[config.mk]
export PLATFORM = sky130hd
export DESIGN_NAME = dbus_mem_bridge
export DESIGN_NICKNAME = d
export VERILOG_FILES = /design/src/rtl/dbus_pkg.sv /design/src/rtl/mem_defs.sv /design/src/rtl/dbus_wr_align.sv /design/src/rtl/dbus_mem_bridge.sv
export SDC_FILE = /design/constraint.sdc
export NUM_CORES = 1
export LEC_CHECK = 0
export ABC_AREA = 0
export CAP_MARGIN = 15
export CORE_AREA = 3 3 117 119
export CTS_BUF_LIST = sky130_fd_sc_hd__clkbuf_4 sky130_fd_sc_hd__clkbuf_8
export DETAILED_ROUTE_END_ITERATION = 10
export DIE_AREA = 0 0 120 122
export GPL_ROUTABILITY_DRIVEN = 0
export PLACE_DENSITY = 0.84
export RECOVER_POWER = 100
export REMOVE_ABC_BUFFERS = 1
export SLEW_MARGIN = 20
export SYNTH_ARGS = -nofsm -noshare
export SYNTH_HDL_FRONTEND = slang
export SYNTH_HIERARCHICAL = 1
export SYNTH_SLANG_ARGS = --single-unit
[constraint.sdc]
create_clock -name clk -period 3.78 [get_ports clk]
set_clock_uncertainty 0.1 [all_clocks]
set_input_delay 0.945 -clock clk [delete_from_list [all_inputs] [get_ports clk]]
set_output_delay 0.945 -clock clk [all_outputs]
set_load 0.005 [all_outputs]
[src/rtl/dbus_pkg.sv]
// Data-bus bridge types and defaults.
package dbus_pkg;

  typedef enum logic [1:0] {
    IDLE = 2'd0,
    REQ  = 2'd1,
    RESP = 2'd2,
    DONE = 2'd3
  } type_dbus_state_e;

  localparam int unsigned DBUS_TIMEOUT_DEFAULT = 255;

endpackage

[src/rtl/mem_defs.sv]
// Memory-side definitions shared across the load/store path.
package mem_defs;

  typedef enum logic [1:0] {
    ST_NONE = 2'd0,
    ST_SB   = 2'd1,
    ST_SH   = 2'd2,
    ST_SW   = 2'd3
  } type_st_ops_e;

endpackage

[src/rtl/dbus_wr_align.sv]
// Store lane steering: byte enables, replicated write data and misalignment detection.
module dbus_wr_align
  import mem_defs::*;
(
  input  logic [1:0]   addr_lo,
  input  type_st_ops_e st_ops,
  input  logic [31:0]  w_data,
  output logic [3:0]   be,
  output logic [31:0]  wdata,
  output logic         misaligned
);

  always_comb begin
    be         = '0;
    wdata      = '0;
    misaligned = 1'b0;
    case (st_ops)
      ST_SB: begin
        be    = 4'b0001 << addr_lo;
        wdata = {4{w_data[7:0]}};
      end
      ST_SH: begin
        be         = addr_lo[1] ? 4'b1100 : 4'b0011;
        wdata      = {2{w_data[15:0]}};
        misaligned = addr_lo[0];
      end
      ST_SW: begin
        be         = 4'b1111;
        wdata      = w_data;
        misaligned = (addr_lo != 2'b00);
      end
      default: ;
    endcase
  end

endmodule

[src/rtl/dbus_mem_bridge.sv]
// Bridges the LSU's level-held load/store request onto a req/gnt/rvalid memory port,
// answering each request with a single-cycle ack plus read data or an error.
module dbus_mem_bridge
  import dbus_pkg::*, mem_defs::*;
#(
  parameter int unsigned ADDR_W         = 32,
  parameter int unsigned DATA_W         = 32,
  parameter int unsigned TIMEOUT_CYCLES = DBUS_TIMEOUT_DEFAULT
) (
  input  logic              clk,
  input  logic              rst,
  input  logic              lsu_ld_req_i,
  input  logic              lsu_st_req_i,
  input  logic [ADDR_W-1:0] lsu_addr_i,
  input  logic [DATA_W-1:0] lsu_w_data_i,
  input  logic [1:0]        lsu_st_ops_i,
  input  logic              lsu_flush_i,
  output logic              dbus_ack_o,
  output logic [DATA_W-1:0] dbus_r_data_o,
  output logic              dbus_err_o,
  output logic              mem_req_o,
  output logic              mem_we_o,
  output logic [ADDR_W-1:0] mem_addr_o,
  output logic [3:0]        mem_be_o,
  output logic [DATA_W-1:0] mem_wdata_o,
  input  logic              mem_gnt_i,
  input  logic              mem_rvalid_i,
  input  logic [DATA_W-1:0] mem_rdata_i,
  input  logic              mem_err_i
);

  localparam int unsigned      CNT_W    = $clog2(TIMEOUT_CYCLES);
  localparam logic [CNT_W-1:0] CNT_LAST = CNT_W'(TIMEOUT_CYCLES - 1);

  type_dbus_state_e  state, state_nxt;
  logic [CNT_W-1:0]  cnt;
  logic              drain;
  logic              err_q;
  logic              we_q;
  logic [ADDR_W-1:0] addr_q;
  logic [3:0]        be_q;
  logic [DATA_W-1:0] wdata_q;
  logic [DATA_W-1:0] rdata_q;

  logic [3:0]        al_be;
  logic [DATA_W-1:0] al_wdata;
  logic              al_mis;
  logic              req_go;
  logic              st_mis;
  logic              timeout;
  logic              discard;

  dbus_wr_align u_wr_align (
    .addr_lo    (lsu_addr_i[1:0]),
    .st_ops     (type_st_ops_e'(lsu_st_ops_i)),
    .w_data     (lsu_w_data_i),
    .be         (al_be),
    .wdata      (al_wdata),
    .misaligned (al_mis)
  );

  assign req_go  = (lsu_ld_req_i | lsu_st_req_i) & ~lsu_flush_i;
  assign st_mis  = lsu_st_req_i & al_mis;
  assign timeout = (cnt == CNT_LAST);
  // A flushed transaction that already holds a grant must still swallow its response.
  assign discard = drain | lsu_flush_i;

  always_ff @(posedge clk) begin
    if (rst) state <= IDLE;
    else     state <= state_nxt;
  end

  always_comb begin
    state_nxt = state;
    case (state)
      IDLE: if (req_go) state_nxt = st_mis ? DONE : REQ;
      REQ: begin
        if (lsu_flush_i)    state_nxt = mem_gnt_i ? RESP : IDLE;
        else if (timeout)   state_nxt = DONE;
        else if (mem_gnt_i) state_nxt = RESP;
      end
      RESP: if (mem_rvalid_i || timeout) state_nxt = discard ? IDLE : DONE;
      DONE: state_nxt = IDLE;
      default: state_nxt = IDLE;
    endcase
  end

  always_comb begin
    mem_req_o  = 1'b0;
    dbus_ack_o = 1'b0;
    case (state)
      REQ:     mem_req_o  = 1'b1;
      DONE:    dbus_ack_o = ~lsu_flush_i;
      default: ;
    endcase
  end

  always_ff @(posedge clk) begin
    if (rst) begin
      cnt     <= '0;
      drain   <= 1'b0;
      err_q   <= 1'b0;
      we_q    <= 1'b0;
      addr_q  <= '0;
      be_q    <= '0;
      wdata_q <= '0;
      rdata_q <= '0;
    end else begin
      case (state)
        IDLE: if (req_go) begin
          cnt     <= '0;
          drain   <= 1'b0;
          we_q    <= lsu_st_req_i;
          addr_q  <= {lsu_addr_i[ADDR_W-1:2], 2'b00};
          be_q    <= lsu_st_req_i ? al_be : 4'b1111;
          wdata_q <= lsu_st_req_i ? al_wdata : '0;
          err_q   <= st_mis;
          if (st_mis) rdata_q <= '0;
        end
        REQ, RESP: begin
          cnt   <= cnt + 1'b1;
          drain <= discard;
          if (state_nxt == DONE) begin
            if (state == RESP && mem_rvalid_i) begin
              err_q   <= mem_err_i;
              rdata_q <= we_q ? '0 : mem_rdata_i;
            end else begin
              err_q   <= 1'b1;
              rdata_q <= '0;
            end
          end
        end
        default: ;
      endcase
    end
  end

  assign dbus_err_o    = dbus_ack_o & err_q;
  assign dbus_r_data_o = rdata_q;
  assign mem_we_o      = we_q;
  assign mem_addr_o    = addr_q;
  assign mem_be_o      = be_q;
  assign mem_wdata_o   = wdata_q;

endmodule
# --- After elaboration in Yosys (flattened, before gate mapping) ---
# Index checks and enable logic that the tools add are counted.
word_totals:
  wordCells: 69
  in_bits: 106
  ff_bits: 111
classes:
  eq_ne: 11
  mux: 31
  n_bitwise: 6
  n_reduce_logical: 10
  shifts: 1
  add_sub_neg: 1
op_table:
  columns: ["operator", "count"]
  rows:
  - ["32-bit two-way mux", 6]
  - ["32-bit case mux with 3 select lines", 1]
  - ["32-bit case mux with 2 select lines", 1]
  - ["2-bit two-way mux", 8]
  - ["8-bit case mux with 2 select lines", 1]
  - ["4-bit case mux with 3 select lines", 1]
  - ["2-bit == test (second input constant)", 5]
  - ["8-bit by 1-bit adder with 8-bit output (second input constant)", 1]
  - ["8-bit == test (second input constant)", 1]
  - ["4-bit two-way mux", 2]
  - ["8-bit two-way mux", 1]
  - ["2-bit case mux with 4 select lines", 1]
  - ["1-bit two-way mux", 6]
  - ["2-bit != test (second input constant)", 3]
  - ["1-bit case mux with 2 select lines", 3]
  - ["2-bit by 1-bit == test with 1-bit output (second input constant)", 2]
  - ["2-bit AND reduction", 2]
  - ["4-bit AND reduction", 1]
  - ["2-bit nonzero test", 2]
  - ["1-bit by 2-bit << shifter with 4-bit output (first input constant)", 1]
  - ["1-bit AND", 3]
  - ["3-bit AND reduction", 1]
  - ["2-bit logical NOT", 1]
  - ["1-bit OR", 2]
  - ["4 further kinds", 4]

# --- Longest topological paths before layout ---
# Gate-level depths: netlist of the first run.
logic_depth:
  depth_word: 9
  ltp_mapped: 12

# --- Hierarchy ---
# The synthesis of the first run kept the hierarchy.
modules_own_cells:
  columns: ["module", "seq_area_each_um2", "area_per_inst_um2", "n_inst", "cells_each"]
  rows:
  - ["dbus_mem_bridge", 2222.1, 5122.4, 1, 661]
  - ["dbus_wr_align", 0.0, 598.1, 1, 91]

# --- Worst setup path before layout of the first run ---
# OpenSTA, ideal clock, no wires.
synth_path:
  kind: "input to register"
  startpoint: "input port lsu_st_ops_i[1]"
  endpoint: "register rdata_q[0] (netlist: dbus_r_data_o[0])"
  required_ns: 3.618
  setup_slack_ns: 0.823
  cell_stages: 12
  t_arrival_ns: 2.795
  path_cell_list: "buf_6 > buf_6 > buf_4 > nor2b_1 > nand2_1 > o21ai_0 > nand2b_1 > clkbuf_1 > nor4_2 > buf_1 > nand4_1 > nand3_1"
synth_between:
  elab_chain_len: 9
  word_cells_on_any_way: 11
synth_rtl:
  columns: ["element", "line", "text"]
  rows:
  - ["start: declaration", "dbus_mem_bridge.sv:16", "input logic [1:0] lsu_st_ops_i,"]
  - ["2-bit == test", "dbus_wr_align.sv:17", "case (st_ops)"]
  - ["1-bit case mux with 2 select lines (*)", "dbus_wr_align.sv:17", null]
  - ["net al_mis", "dbus_mem_bridge.sv:47", "logic al_mis;"]
  - ["1-bit AND (*)", "dbus_mem_bridge.sv:63", "assign st_mis = lsu_st_req_i & al_mis;"]
  - ["2-bit two-way mux (2 in series)", "dbus_mem_bridge.sv:76", "IDLE: if (req_go) state_nxt = st_mis ? DONE : REQ;"]
  - ["2-bit case mux with 4 select lines", "dbus_mem_bridge.sv:75", "case (state)"]
  - ["2-bit == test", "dbus_mem_bridge.sv:123", "if (state_nxt == DONE) begin"]
  - ["2-bit != test (no line)", null, null]
  - ["4-bit AND reduction (no line) (*)", null, null]
  - ["end signal: assignment", "dbus_mem_bridge.sv:126", "rdata_q <= we_q ? '0 : mem_rdata_i;"]
  - ["end: declaration", "dbus_mem_bridge.sv:43", "logic [DATA_W-1:0] rdata_q;"]
# The timed path passes the listed nets; every way through them passes the cells marked *.
# A chain may end at the register's enable or synchronous reset.

# --- Final worst setup path of the first run ---
layout_path:
  startpoint: "input port lsu_flush_i"
  endpoint: "output port dbus_err_o"
layout_between:
  elab_chain_len: 3
layout_rtl:
  columns: ["element", "line", "text"]
  rows:
  - ["start: declaration", "dbus_mem_bridge.sv:17", "input logic lsu_flush_i,"]
  - ["1-bit inverter", "dbus_mem_bridge.sv:93", "DONE: dbus_ack_o = ~lsu_flush_i;"]
  - ["1-bit two-way mux", "dbus_mem_bridge.sv:91", "case (state)"]
  - ["1-bit AND", "dbus_mem_bridge.sv:138", "assign dbus_err_o = dbus_ack_o & err_q;"]
  - ["end: declaration", "dbus_mem_bridge.sv:20", "output logic dbus_err_o,"]
# No other way between the ends.

==> metrics.cfg, run 1 <==
[detailed_routing]
via_count = 5862
vias_per_cell = 5.37
ant_nets = 0
drt_iter0_drc = 507
first_pass_iters = 5
drcViolationCount = 0
wl_per_cell_um = 15.6
wirelength_um = 17100

[global_route]
grt_use_total_pct = 22.8
grt_pass1_vias = 5413
grt_max_degree = 84
antenna_found_initial = 0
grt_pass1_wl_um = 27200
globalRouteOverflowTotal = 0

[clock_tree]
cts_sinks = 111
cts_tree = yes
cts_buffers = 9
cts_resized = 0
clockBufferDepth = 2
cts_hold_buf = 0
cts-htree-levels = 3
insertion_delay_ns = 0.40
clk_pin_slew_worst_paths_ns = 0.11
root_buffer = clkbuf_8
cts_setup_buffers = 0

[worst_hold_path]
hold_path.class = reg2reg

[setup_path]
endpoint = dbus_err_o
setup.worst_path.end_class = output pin
rr_worst_depth = 6
cp-start-kind = primary input
r2r_start = state[0]
cpPeakStageDelay_ns = 0.61
path_cells = dlygate4sd3_1, nor2b_1, and2_1, dlygate4sd3_1
cp-startpoint = lsu_flush_i
worstPathArrival_ns = 2.49
critPathMaxFanout = 2
slowest_stage = dlygate4sd3_1
crit_required_ns = 2.73
rr_endpoint = mem_wdata_o[29]
worstSetupPathType = in2out
worst-r2r-setup-slack_ns = 1.14
cpMostUsedCell = dlygate4sd3_1

[sta]
worstMarginPinSlew_ns = 1.31
drv_slew = 0
hold_viol = 0
layout_min_cycle_time_ns = 3.53
tns_ns = 0
rsz0062_at_grt = false
min_period_over_period_pct = 93.4
setup_viol = 0
slew_headroom_pct = 12.6
timing.fmax_ghz = 0.283

[finish]
final_cell_mix = nand2_1 (143), dfxtp_1 (111), dlygate4sd3_1 (103)
area_growth_pct = 39.3
layout_commonest_cell = nand2_1
insertedDiodeCount = 0
design_area_sq_um = 7970
drive_gt1_share_pct = 4.89
nets = 1029

[yosys]
netlist_instances = 752
ys_ff_latch = 111
ys_types = 54
synth_edf_count = 0
syn-cell-area_sq_um = 5720
yosys.area.top_type_share_pct = 38.8
synth_area_per_cell_sq_um = 7.61
synth_top_area_cell = dfxtp_1
synth_flop_cell = dfxtp_1
yosysWarningCount = 6
synth_area_leaders = dfxtp_1 (39%), nand2_1 (9.4%), nand3_1 (6.6%)
synthArstFlopShare_pct = 0
seq_area_frac_synth_pct = 38.8

[placement]
place_area_sq_um = 7790
place_hpwl_um = 11700
io_buffers = 207

[status]
status = complete, no violations

[floorplan]
initial_utilization_pct = 45.1
die_w_um = 120
die_area_sq_um = 14600
core-area_sq_um = 12700
rows = 41
io_pins = 210
die_height_um = 122

[power]
leakagePower_nw = 3.22
max-vdd-ir-drop_mv = 0.470
pwr_density_cell_nw_per_um2 = 507

[job]
cap_violations = 0

cell usage after synthesis, types with 2 or more instances:
library cell  instances
a211oi_1              2
a21oi_1              72
a22o_1                9
and2_1                2
and2b_1               4
buf_1                 6
buf_2                 9
buf_4                 4
buf_6                12
clkbuf_1             38
dfxtp_1             111
ha_1                  8
inv_1                 6
mux2i_1              17
nand2_1             144
nand2b_1              3
nand3_1              75
nand3b_1             32
nand4_1              34
nor2_1               52
nor2b_1              11
nor3_1                5
nor3b_1               4
o21ai_0              40
o21ai_1              18
xnor2_1               2
xor2_1                5
routing by layer:
metal | vias to the layer above | track usage, % | share of wire, %
li1 | 2933 | - | -
met2 | 194 | 37.5 | 50
met3 | 45 | 6.04 | 6.1
met4 | 0 | 11.0 | 3.6
met5 | - | 0 | 0
met1 | 2690 | 27.9 | 41
stage by stage:
stage / util (%) / std cells / setup slack (ns) / power [mW] / hold WS, ns
after floorplan: - / 683 / 0.00594 / 2.45 / 0.337
after global placement: 61.4 / 1076 / 0.431 / 3.38 / 0.337
after detailed placement: 61.4 / 1076 / 0.340 / 3.39 / 0.343
after CTS: 63.0 / 1092 / 0.417 / 4.11 / 0.359
after global routing: 62.9 / 1092 / 0.180 / 4.30 / 0.368
final: 62.9 / 1092 / 0.248 / 4.04 / 0.353
critical path: cells and delay by family:
kind	cells	cell delay [ns]
simple gates	2	0.38
buf+inv	2	1.17
registers in the layout, indices dropped and copies added, names as in the netlist:
| register | count |
|---|---|
| mem_be_o | 4 |
| err_q | 1 |
| mem_wdata_o | 32 |
| dbus_r_data_o | 32 |
| mem_we_o | 1 |
| state | 2 |
| cnt | 8 |
| drain | 1 |
| mem_addr_o | 30 |
where the power goes:
group | switching [mW] | internal, mW | total [mW] | leakage [nW]
Sequential | 0.0691 | 1.28 | 1.35 | 0.901
Combinational | 1.33 | 0.653 | 1.98 | 2.21
Clock | 0.452 | 0.262 | 0.714 | 0.101
Total | 1.85 | 2.19 | 4.04 | 3.22
cells by family after synthesis:
kind of cell               Yosys count  synth area share (%)
xor gates and xnor gates             7                  1.07
muxes                               17                  2.97
DFF                                111                  38.8
and+or+nand+nor                    375                  32.0
buffers and inverters               77                  7.11
other                                1                0.0656
AOI/OAI and AO/OA                  156                  16.2
adders and majority gates            8                  1.75
cell type report:
| type | count | area, sq um |
|---|---|---|
| fill | 1151 | 4700 |
| sequential | 111 | 2220 |
| clock buffer | 9 | 124 |
| multi-input combinational | 565 | 3110 |
| tap | 172 | 215 |
| timing repair buffer | 221 | 2200 |
| clock inverter | 7 | 73.8 |
| inverter | 7 | 26.3 |
how the worst min path moves through the flow:
stage                          from               to  cells past startpoint
floorplan                     drain            drain                      2
global placement    mem_wdata_o[21]  mem_wdata_o[21]                      2
detailed placement  mem_wdata_o[13]  mem_wdata_o[13]                      2
CTS                 mem_wdata_o[19]  mem_wdata_o[19]                      2
global route         mem_wdata_o[5]   mem_wdata_o[5]                      2
finish               mem_wdata_o[5]   mem_wdata_o[5]                      2
No activity file was read; power rests on OpenSTA's default activity.
==> run 2: changes to the inputs <==
--- a/config.mk
+++ b/config.mk
@@ -15,7 +15,7 @@
 export PLACE_DENSITY = 0.84
 export RECOVER_POWER = 100
 export REMOVE_ABC_BUFFERS = 1
-export SLEW_MARGIN = 20
+export SLEW_MARGIN = 10
 export SYNTH_ARGS = -nofsm -noshare
 export SYNTH_HDL_FRONTEND = slang
 export SYNTH_HIERARCHICAL = 1
==> constraint.sdc (replaced) <==
create_clock -name clk -period 3.78 [get_ports clk]
set_clock_uncertainty 0.1 [all_clocks]
set_input_delay 0.945 -clock clk [delete_from_list [all_inputs] [get_ports clk]]
set_output_delay 0.945 -clock clk [all_outputs]
set_load 0.02 [all_outputs]
==> run 2 against run 1 <==
Net effect: clock power rose by 3.6%; worst setup slack got worse by 0.014 ns; sequential power is essentially flat; combinational power grew 5%; count of clock-buffer cells in the layout unchanged; cell area down 0.25%; non-clock buffer count up 1; via count grew 0.20%; die area did not move; critical path type unchanged; largest cell class unchanged.
==> metrics.cfg, run 2 (same netlist as run 1, synthesis figures left out) <==
[status]
status = complete, no violations  ; unchanged

[sta]
rsz0062_at_grt = false  ; unchanged
layout_min_cycle_time_ns = 3.55  ; was 3.53 ns
hold_viol = 0  ; unchanged
min_period_over_period_pct = 93.8  ; was 93.4%
setup_viol = 0  ; unchanged
holdWs_ns = 0.350  ; was 0.353 ns
tns_ns = 0  ; unchanged
drv_slew = 0  ; unchanged
slew_headroom_pct = 10.1  ; was 12.6%
timing.fmax_ghz = 0.282  ; was 0.283 GHz
worstMarginPinSlew_ns = 1.35  ; was 1.31 ns
worst_slack_ns = 0.234  ; was 0.248 ns

[setup_path]
cp-start-kind = primary input  ; unchanged
critPathMaxFanout = 2  ; unchanged
setup.worst_path.end_class = output pin  ; unchanged
crit_required_ns = 2.73  ; about the same
worstPathArrival_ns = 2.50  ; was 2.49 ns
worst-r2r-setup-slack_ns = 1.00  ; was 1.14 ns
worstSetupPathType = in2out  ; unchanged

[global_route]
grt_pass1_wl_um = 27200  ; about the same
antenna_found_initial = 0  ; unchanged
globalRouteOverflowTotal = 0  ; unchanged
grt_use_total_pct = 22.8  ; about the same
grt_max_degree = 75  ; was 84
grt_pass1_vias = 5344  ; was 5,413

[clock_tree]
root_buffer = clkbuf_8  ; unchanged
insertion_delay_ns = 0.38  ; was 0.40 ns
cts_sinks = 111  ; unchanged
cts_setup_buffers = 0  ; unchanged
clockBufferDepth = 2  ; unchanged
cts_hold_buf = 0  ; unchanged
cts_buffers = 9  ; unchanged
clk_pin_slew_worst_paths_ns = 0.10  ; was 0.11 ns
cts-htree-levels = 3  ; unchanged
cts_tree = yes  ; unchanged
cts_resized = 0  ; unchanged

[detailed_routing]
via_count = 5874  ; was 5,862
vias_per_cell = 5.37  ; about the same
wirelength_um = 17400  ; was 17,100 um
wl_per_cell_um = 15.9  ; was 15.6 um
drcViolationCount = 0  ; unchanged
drt_iter0_drc = 502  ; was 507
first_pass_iters = 6  ; was 5
ant_nets = 0  ; unchanged

[job]
cap_violations = 0  ; unchanged

[worst_hold_path]
hold_path.class = reg2reg  ; unchanged

[floorplan]
initial_utilization_pct = 45.1  ; unchanged
core-area_sq_um = 12700  ; unchanged
rows = 41  ; unchanged
die_area_sq_um = 14600  ; unchanged
die_w_um = 120  ; unchanged
io_pins = 210  ; unchanged
die_height_um = 122  ; unchanged

[finish]
final_cell_mix = nand2_1 (143), dfxtp_1 (111), clkdlybuf4s50_1 (103)  ; was nand2_1 (143), dfxtp_1 (111), dlygate4sd3_1 (103)
nets = 1030  ; was 1,029
layout_commonest_cell = nand2_1  ; unchanged
drive_gt1_share_pct = 4.99  ; was 4.89%
insertedDiodeCount = 0  ; unchanged
area_growth_pct = 39.0  ; was 39.3%
fin_util_pct = 62.8  ; was 62.9%

[placement]
io_buffers = 207  ; unchanged
post-place-ws_ns = 0.334  ; was 0.340 ns
place_hpwl_um = 11800  ; was 11,700 um

[power]
p_total_mw = 4.16  ; was 4.04 mW
max-vdd-ir-drop_mv = 0.453  ; was 0.470 mV
pwr_density_cell_nw_per_um2 = 524  ; was 507 nW/um^2
leakagePower_nw = 3.20  ; was 3.22 nW

[run 2: cell types whose count changed in the layout (fill, tap and decap cells not counted), moves of 2 or more]
cell        change
buf_12          -2
clkbuf_2        +2
clkinvlp_4      +2
o21ai_0        +14
o21ai_1        -14
[run 2: layout make-up]
type | instances | area (sq um)
repair buffers | 222 | 2180
flip-flops and latches | 111 | 2220
clock buffers | 9 | 124
multi-input cells | 565 | 3110
fillers | 1147 | 4720
clock inverters | 7 | 78.8
well taps | 172 | 215
inverters | 7 | 26.3
[run 2: report_power, final]
group	switching, mW	internal (mW)	total, mW
clock	0.426	0.313	0.740
combinational	1.44	0.634	2.07
sequential	0.0701	1.28	1.35
total	1.94	2.23	4.16
[run 2: path summary, 6_finish.rpt]
| path | startpoint | end | cells after the start |
|---|---|---|---|
| setup reg to reg | state[0] | dbus_r_data_o[2] | 8 |
| hold reg to reg | mem_wdata_o[8] | mem_wdata_o[8] | 2 |
| setup / recovery | lsu_flush_i | dbus_err_o | 4 |
| hold / removal | mem_wdata_o[8] | mem_wdata_o[8] | 2 |
[run 2: critical path, cell delays in order]
cell and delay (ns):
dlygate4sd3_1 0.58, nor2b_1 0.22, and2_1 0.15, clkdlybuf4s50_1 0.60
[run 2: stage by stage]
step,instances,instance area [sq um]
floorplan,683,5340
global placement,1077,7780
detailed placement,1077,7780
CTS,1093,7980
global route,1093,7950
finish,1093,7950
[run 2: layer usage]
metal	up-vias	routed length, um	track usage [%]
met4	0	465	8.45
met3	31	996	5.99
met2	202	8630	38.0
met5	-	0	0
li1	2923	-	-
met1	2718	7280	28.5
